`src/rtl/music_play_ctrl.sv`:
```
// music_play_ctrl: walks a song ROM, holds each note for its beat count and
// inserts a silent articulation gap before the next entry.
//
// state | meaning
// IDLE  | stopped, rom_addr parked at 0
// LOAD  | one cycle: latch rom_data and decide note / end-of-song
// NOTE  | tone enabled, counting down the audible part of the entry
// GAP   | tone disabled, counting down the articulation gap
// PAUSE | counter and note frozen, resumes into the remembered state
module music_play_ctrl #(
    parameter int BEAT_CYCLES = 1_250_000,
    parameter int GAP_CYCLES  = 125_000,
    parameter int ADDR_W      = 6,
    parameter int NOTE_W      = 5,
    parameter int DUR_W       = 3
) (
    input  logic                    clk,
    input  logic                    rst_n,
    input  logic                    play_tog,
    input  logic                    next,
    input  logic                    prev,
    input  logic                    loop_en,
    output logic [ADDR_W-1:0]       rom_addr,
    input  logic [NOTE_W+DUR_W-1:0] rom_data,
    output logic [NOTE_W-1:0]       note,
    output logic                    note_valid,
    output logic                    playing
);

    localparam int CNT_W = $clog2((2**DUR_W - 1) * BEAT_CYCLES);
    localparam logic [CNT_W-1:0] BEAT_C  = CNT_W'(BEAT_CYCLES);
    localparam logic [CNT_W-1:0] GAP_C   = CNT_W'(GAP_CYCLES);
    localparam logic [CNT_W-1:0] CNT_ONE = CNT_W'(1);
    localparam logic [ADDR_W-1:0] ADDR_ONE = ADDR_W'(1);

    typedef enum logic [2:0] {IDLE, LOAD, NOTE, GAP, PAUSE} state_t;

    state_t            state;
    state_t            resume_state;
    logic [CNT_W-1:0]  cnt;

    logic [NOTE_W-1:0] rom_note;
    logic [DUR_W-1:0]  rom_dur;
    logic [CNT_W-1:0]  note_load;
    logic [ADDR_W-1:0] addr_inc;
    logic [ADDR_W-1:0] addr_dec;

    state_t            adv_state;
    logic [CNT_W-1:0]  adv_cnt;
    logic [ADDR_W-1:0] adv_addr;

    assign rom_note  = rom_data[NOTE_W+DUR_W-1:DUR_W];
    assign rom_dur   = rom_data[DUR_W-1:0];
    assign note_load = CNT_W'(rom_dur) * BEAT_C - GAP_C - CNT_ONE;
    assign addr_inc  = rom_addr + ADDR_ONE;
    assign addr_dec  = (rom_addr == '0) ? '0 : rom_addr - ADDR_ONE;

    // Outputs decode straight from the registered state, so buttons never
    // reach them combinationally.
    assign note_valid = (state == NOTE);
    assign playing    = (state == LOAD) || (state == NOTE) || (state == GAP);

    // Where NOTE/GAP would go this cycle if nothing were pressed. A pause
    // stores this outcome so the pause-request cycle still counts as played.
    always_comb begin
        adv_state = state;
        adv_cnt   = cnt - CNT_ONE;
        adv_addr  = rom_addr;
        if (cnt == '0) begin
            if (state == NOTE) begin
                adv_state = GAP;
                adv_cnt   = GAP_C - CNT_ONE;
            end else begin
                adv_state = LOAD;
                adv_cnt   = cnt;
                adv_addr  = addr_inc;
            end
        end
    end

    // Sequencer FSM with beat down-counter.
    always_ff @(posedge clk or negedge rst_n) begin
        if (!rst_n) begin
            state        <= IDLE;
            resume_state <= IDLE;
            cnt          <= '0;
            rom_addr     <= '0;
            note         <= '0;
        end else begin
            case (state)
                IDLE: begin
                    if (play_tog) state <= LOAD;
                end
                LOAD: begin
                    if (rom_dur != '0) begin
                        note  <= rom_note;
                        cnt   <= note_load;
                        state <= NOTE;
                    end else if (rom_addr == '0) begin
                        state <= IDLE;
                    end else begin
                        rom_addr <= '0;
                        state    <= loop_en ? LOAD : IDLE;
                    end
                end
                NOTE, GAP: begin
                    if (play_tog) begin
                        state        <= PAUSE;
                        resume_state <= adv_state;
                        cnt          <= adv_cnt;
                        rom_addr     <= adv_addr;
                    end else if (next) begin
                        rom_addr <= addr_inc;
                        state    <= LOAD;
                    end else if (prev) begin
                        rom_addr <= addr_dec;
                        state    <= LOAD;
                    end else begin
                        state    <= adv_state;
                        cnt      <= adv_cnt;
                        rom_addr <= adv_addr;
                    end
                end
                PAUSE: begin
                    if (play_tog) begin
                        state <= resume_state;
                    end else if (next) begin
                        rom_addr <= addr_inc;
                        state    <= LOAD;
                    end else if (prev) begin
                        rom_addr <= addr_dec;
                        state    <= LOAD;
                    end
                end
                default: state <= IDLE;
            endcase
        end
    end

endmodule

```
`config.mk`:
```
export PLATFORM = sky130hd
export DESIGN_NAME = music_play_ctrl
export DESIGN_NICKNAME = d
export VERILOG_FILES = /design/src/rtl/music_play_ctrl.sv
export SDC_FILE = /design/constraint.sdc
export NUM_CORES = 1
export LEC_CHECK = 0
export ABC_AREA = 1
export BUFFER_PORTS_ARGS = -buffer_cell sky130_fd_sc_hd__buf_2
export CAP_MARGIN = 25
export CELL_PAD_IN_SITES_DETAIL_PLACEMENT = 0
export CELL_PAD_IN_SITES_GLOBAL_PLACEMENT = 1
export CORE_ASPECT_RATIO = 1.25
export CORE_UTILIZATION = 40
export CTS_CLUSTER_SIZE = 24
export DETAILED_ROUTE_END_ITERATION = 8
export PLACE_DENSITY = 0.84
export SLEW_MARGIN = 40
export SYNTH_ARGS = -nofsm -noshare
export SYNTH_HDL_FRONTEND = slang
export SYNTH_SLANG_ARGS = --single-unit
```
`constraint.sdc`:
```
create_clock -name clk -period 2.2 [get_ports clk]
set_input_delay 0.44 -clock clk [delete_from_list [all_inputs] [get_ports clk]]
set_output_delay 0.44 -clock clk [all_outputs]
set_load 0.005 [all_outputs]
```
==> reports/results.ini <==
[clock_network]
root_buffer=clkbuf_16
path_clk_slew_ps=60
cts_buffers=5
cts_tree=done
cts_hold_buf=0
clock_sinks=41
htreeDepth=2
clock_path_buffers=2
clk_latency_ps=290

[die]
start_util=0.4182
fp.coreArea_sq_um=9320
die_x_um=90.29
die_h_um=112.4
dieArea_sq_um=10150
io_pins=27
num_rows=39

[placed_design]
dpl_worst_slack_ps=-573.3
hpwl_um=8320
place_area_sq_um=4788
gp_congestion=0.8768
portBuffers=26

[layout]
postLayoutCellArea_sq_um=5343
layout-drive-gt1-share=0.3084
finalNetCount=726
area_growth_pct=37.08
antennaDiodeCount=0

[drt]
ant_nets=0
vias=4192
via_per_inst=5.131
first_pass_iters=5
drt_iter0_markers=256
wire_per_inst_um=13.63
routed_wirelength_um=11140
drc=0

[setup_path]
worstRegToRegCells=15
slowest_stage=fa_2
cp_num_cells=16
crit_family=adder cells
cpPeakStageDelay_ps=590
path_class=in -> reg
critical_path_arrival_ps=2510
start_kind=input port
cp-startpoint=rom_data[0]
critPathBufInv=3
critPathCaptureType=register
worstPathMaxFanout=6
r2r-start=cnt[0]
cp_cell_sequence=buf_12 -> clkinv_16 -> ha_4 -> ha_4 -> inv_2 -> fa_2 -> nand2_2 -> nor2_4 -> nand3_2 -> nand2_2 -> nand2_4 -> nand4_4 -> nand2_1 -> nand2_1 -> nand3_2 -> a21boi_2
cp_data_required_time_ps=2420

[synth]
synth-main-ff-cell=dfrtp_1
synth_edf_count=0
synthTopCellsByArea=dfrtp_1, nand2_1, inv_1
synth_most_common_cell=nand2_1
ys_ff_latch=41
synthesis.nets=613
synth_cells=580
synth-warning-count=0
synth_area_leader_cell=dfrtp_1
synthTopCellsByCount=nand2_1, inv_1, nor2_1, dfrtp_1
ys_async_sr_fraction=1.000
synth_cell_types=48
syn_area_sq_um=3897
synth_top_area_frac=0.2632
ys_seq_area_frac=0.2632
syn_avg_cell_area_sq_um=6.720

[global_route]
grt_max_degree=42
antenna_found_initial=0
grt_pass1_wl_um=18120
grt_pass1_vias=3998
grt_use_met2=0.4407
grt_use_met1=0.2314
busiest_layer=met2
overflow=0
track_usage=0.2213
grtUsageMet3=0.02642

[timing]
max_slew_margin=0.6335
fin_crit_sh=1.040
fin_setup_tns_ps=-448.8
worstMarginPinSlew_ps=549.7
finalHoldViolations=0
drv_slew=0
fin_skew_ps=3.750
fmax_mhz=437.0
hold-worst-slack_ps=216.0
grt_setup_unrepaired=yes
setup_viol=10
fin_ws_ps=-88.24
finalCriticalPeriod_ps=2288

[run]
cap_violations=0

[run_status]
violations=negative setup slack
status=finished with violations

[power]
p_leak_nw=2.681
irDropWorstVdd_uv=465.2
power_density_nw_per_um2=1066

[worst_hold_path]
hold_class=in -> async

[layout by cell type, fill, tap and decap left out, types with 5 or more instances in the layout]
cell       count
nand4_1       10
dfrtp_1       41
a21oi_1       35
nand3_1       29
o22ai_1        5
nor2_1        55
inv_2         11
xnor2_1        5
nand3_4        5
nand2_2       17
nor2_4         9
xor2_1        18
o21ai_1       12
buf_4         87
nor3_1         9
clkbuf_16      6
inv_1         62
buf_2         24
ha_4           6
nand2_1      137
ha_1          11
nand3_2        5
o21ai_0       24
nand2_4        8
[kinds of logic after synthesis]
kind of cell | after synthesis | share of synthesized area
DFF | 41 | 0.2632
adders and majority gates | 19 | 0.06292
buffers and inverters | 88 | 0.1011
xor gates and xnor gates | 26 | 0.05843
AOI/OAI and AO/OA | 103 | 0.1528
muxes | 1 | 0.002889
and+or+nand+nor | 302 | 0.3586
[flip-flops by register name, summed over array words and instances (netlist names)]
signal and cells:
cnt 24, state 3, note 5, rom_addr 6, resume_state 3
[layout make-up]
class / count / area (sq um)
tap: 123 / 153.9
clock buffer: 5 / 125.1
inverter: 79 / 337.8
multi-input combinational: 451 / 2785
fill: 857 / 3978
clock inverter: 3 / 65.06
timing repair buffer: 115 / 849.6
sequential: 41 / 1026
[report_power, final]
part	internal [W]	switching, W
Clock	0.000648	0.000313
Combinational	0.00141	0.00192
Sequential	0.00109	0.000307
[path summary, 6_finish.rpt]
check,end,slack [ps]
min reg2reg,note[1],460
max in group asynchronous,note[0],1600
max,cnt[21],-90
min in group clk,note[1],350
min,rom_addr[1],220
max reg2reg,cnt[21],80
[through the flow]
| stage | total power, W | cells | util |
|---|---|---|---|
| after floorplan | 0.003533 | 580 | - |
| after global placement | 0.004340 | 797 | 0.5138 |
| after detailed placement | 0.004402 | 797 | 0.5138 |
| after CTS | 0.005418 | 808 | 0.5433 |
| after global routing | 0.006172 | 817 | 0.5732 |
| final | 0.005697 | 817 | 0.5732 |
[per-layer routing]
layer / routed length (um) / vias to the layer above
li1: - / 2131
met1: 4481 / 1941
met2: 6087 / 100
met3: 297 / 20
met4: 269 / 0
met5: 0 / -
[repair_timing]
item / CTS / global route
gates cloned: 0 / 1
pin swaps: 21 / 26
endpoints found under the setup margin: 13 / 22
setup buffers: 3 / 8
gates resized for setup: 17 / 47
endpoints found under the hold margin: 0 / 0
Note: power is estimated with default switching activity, not from simulation.
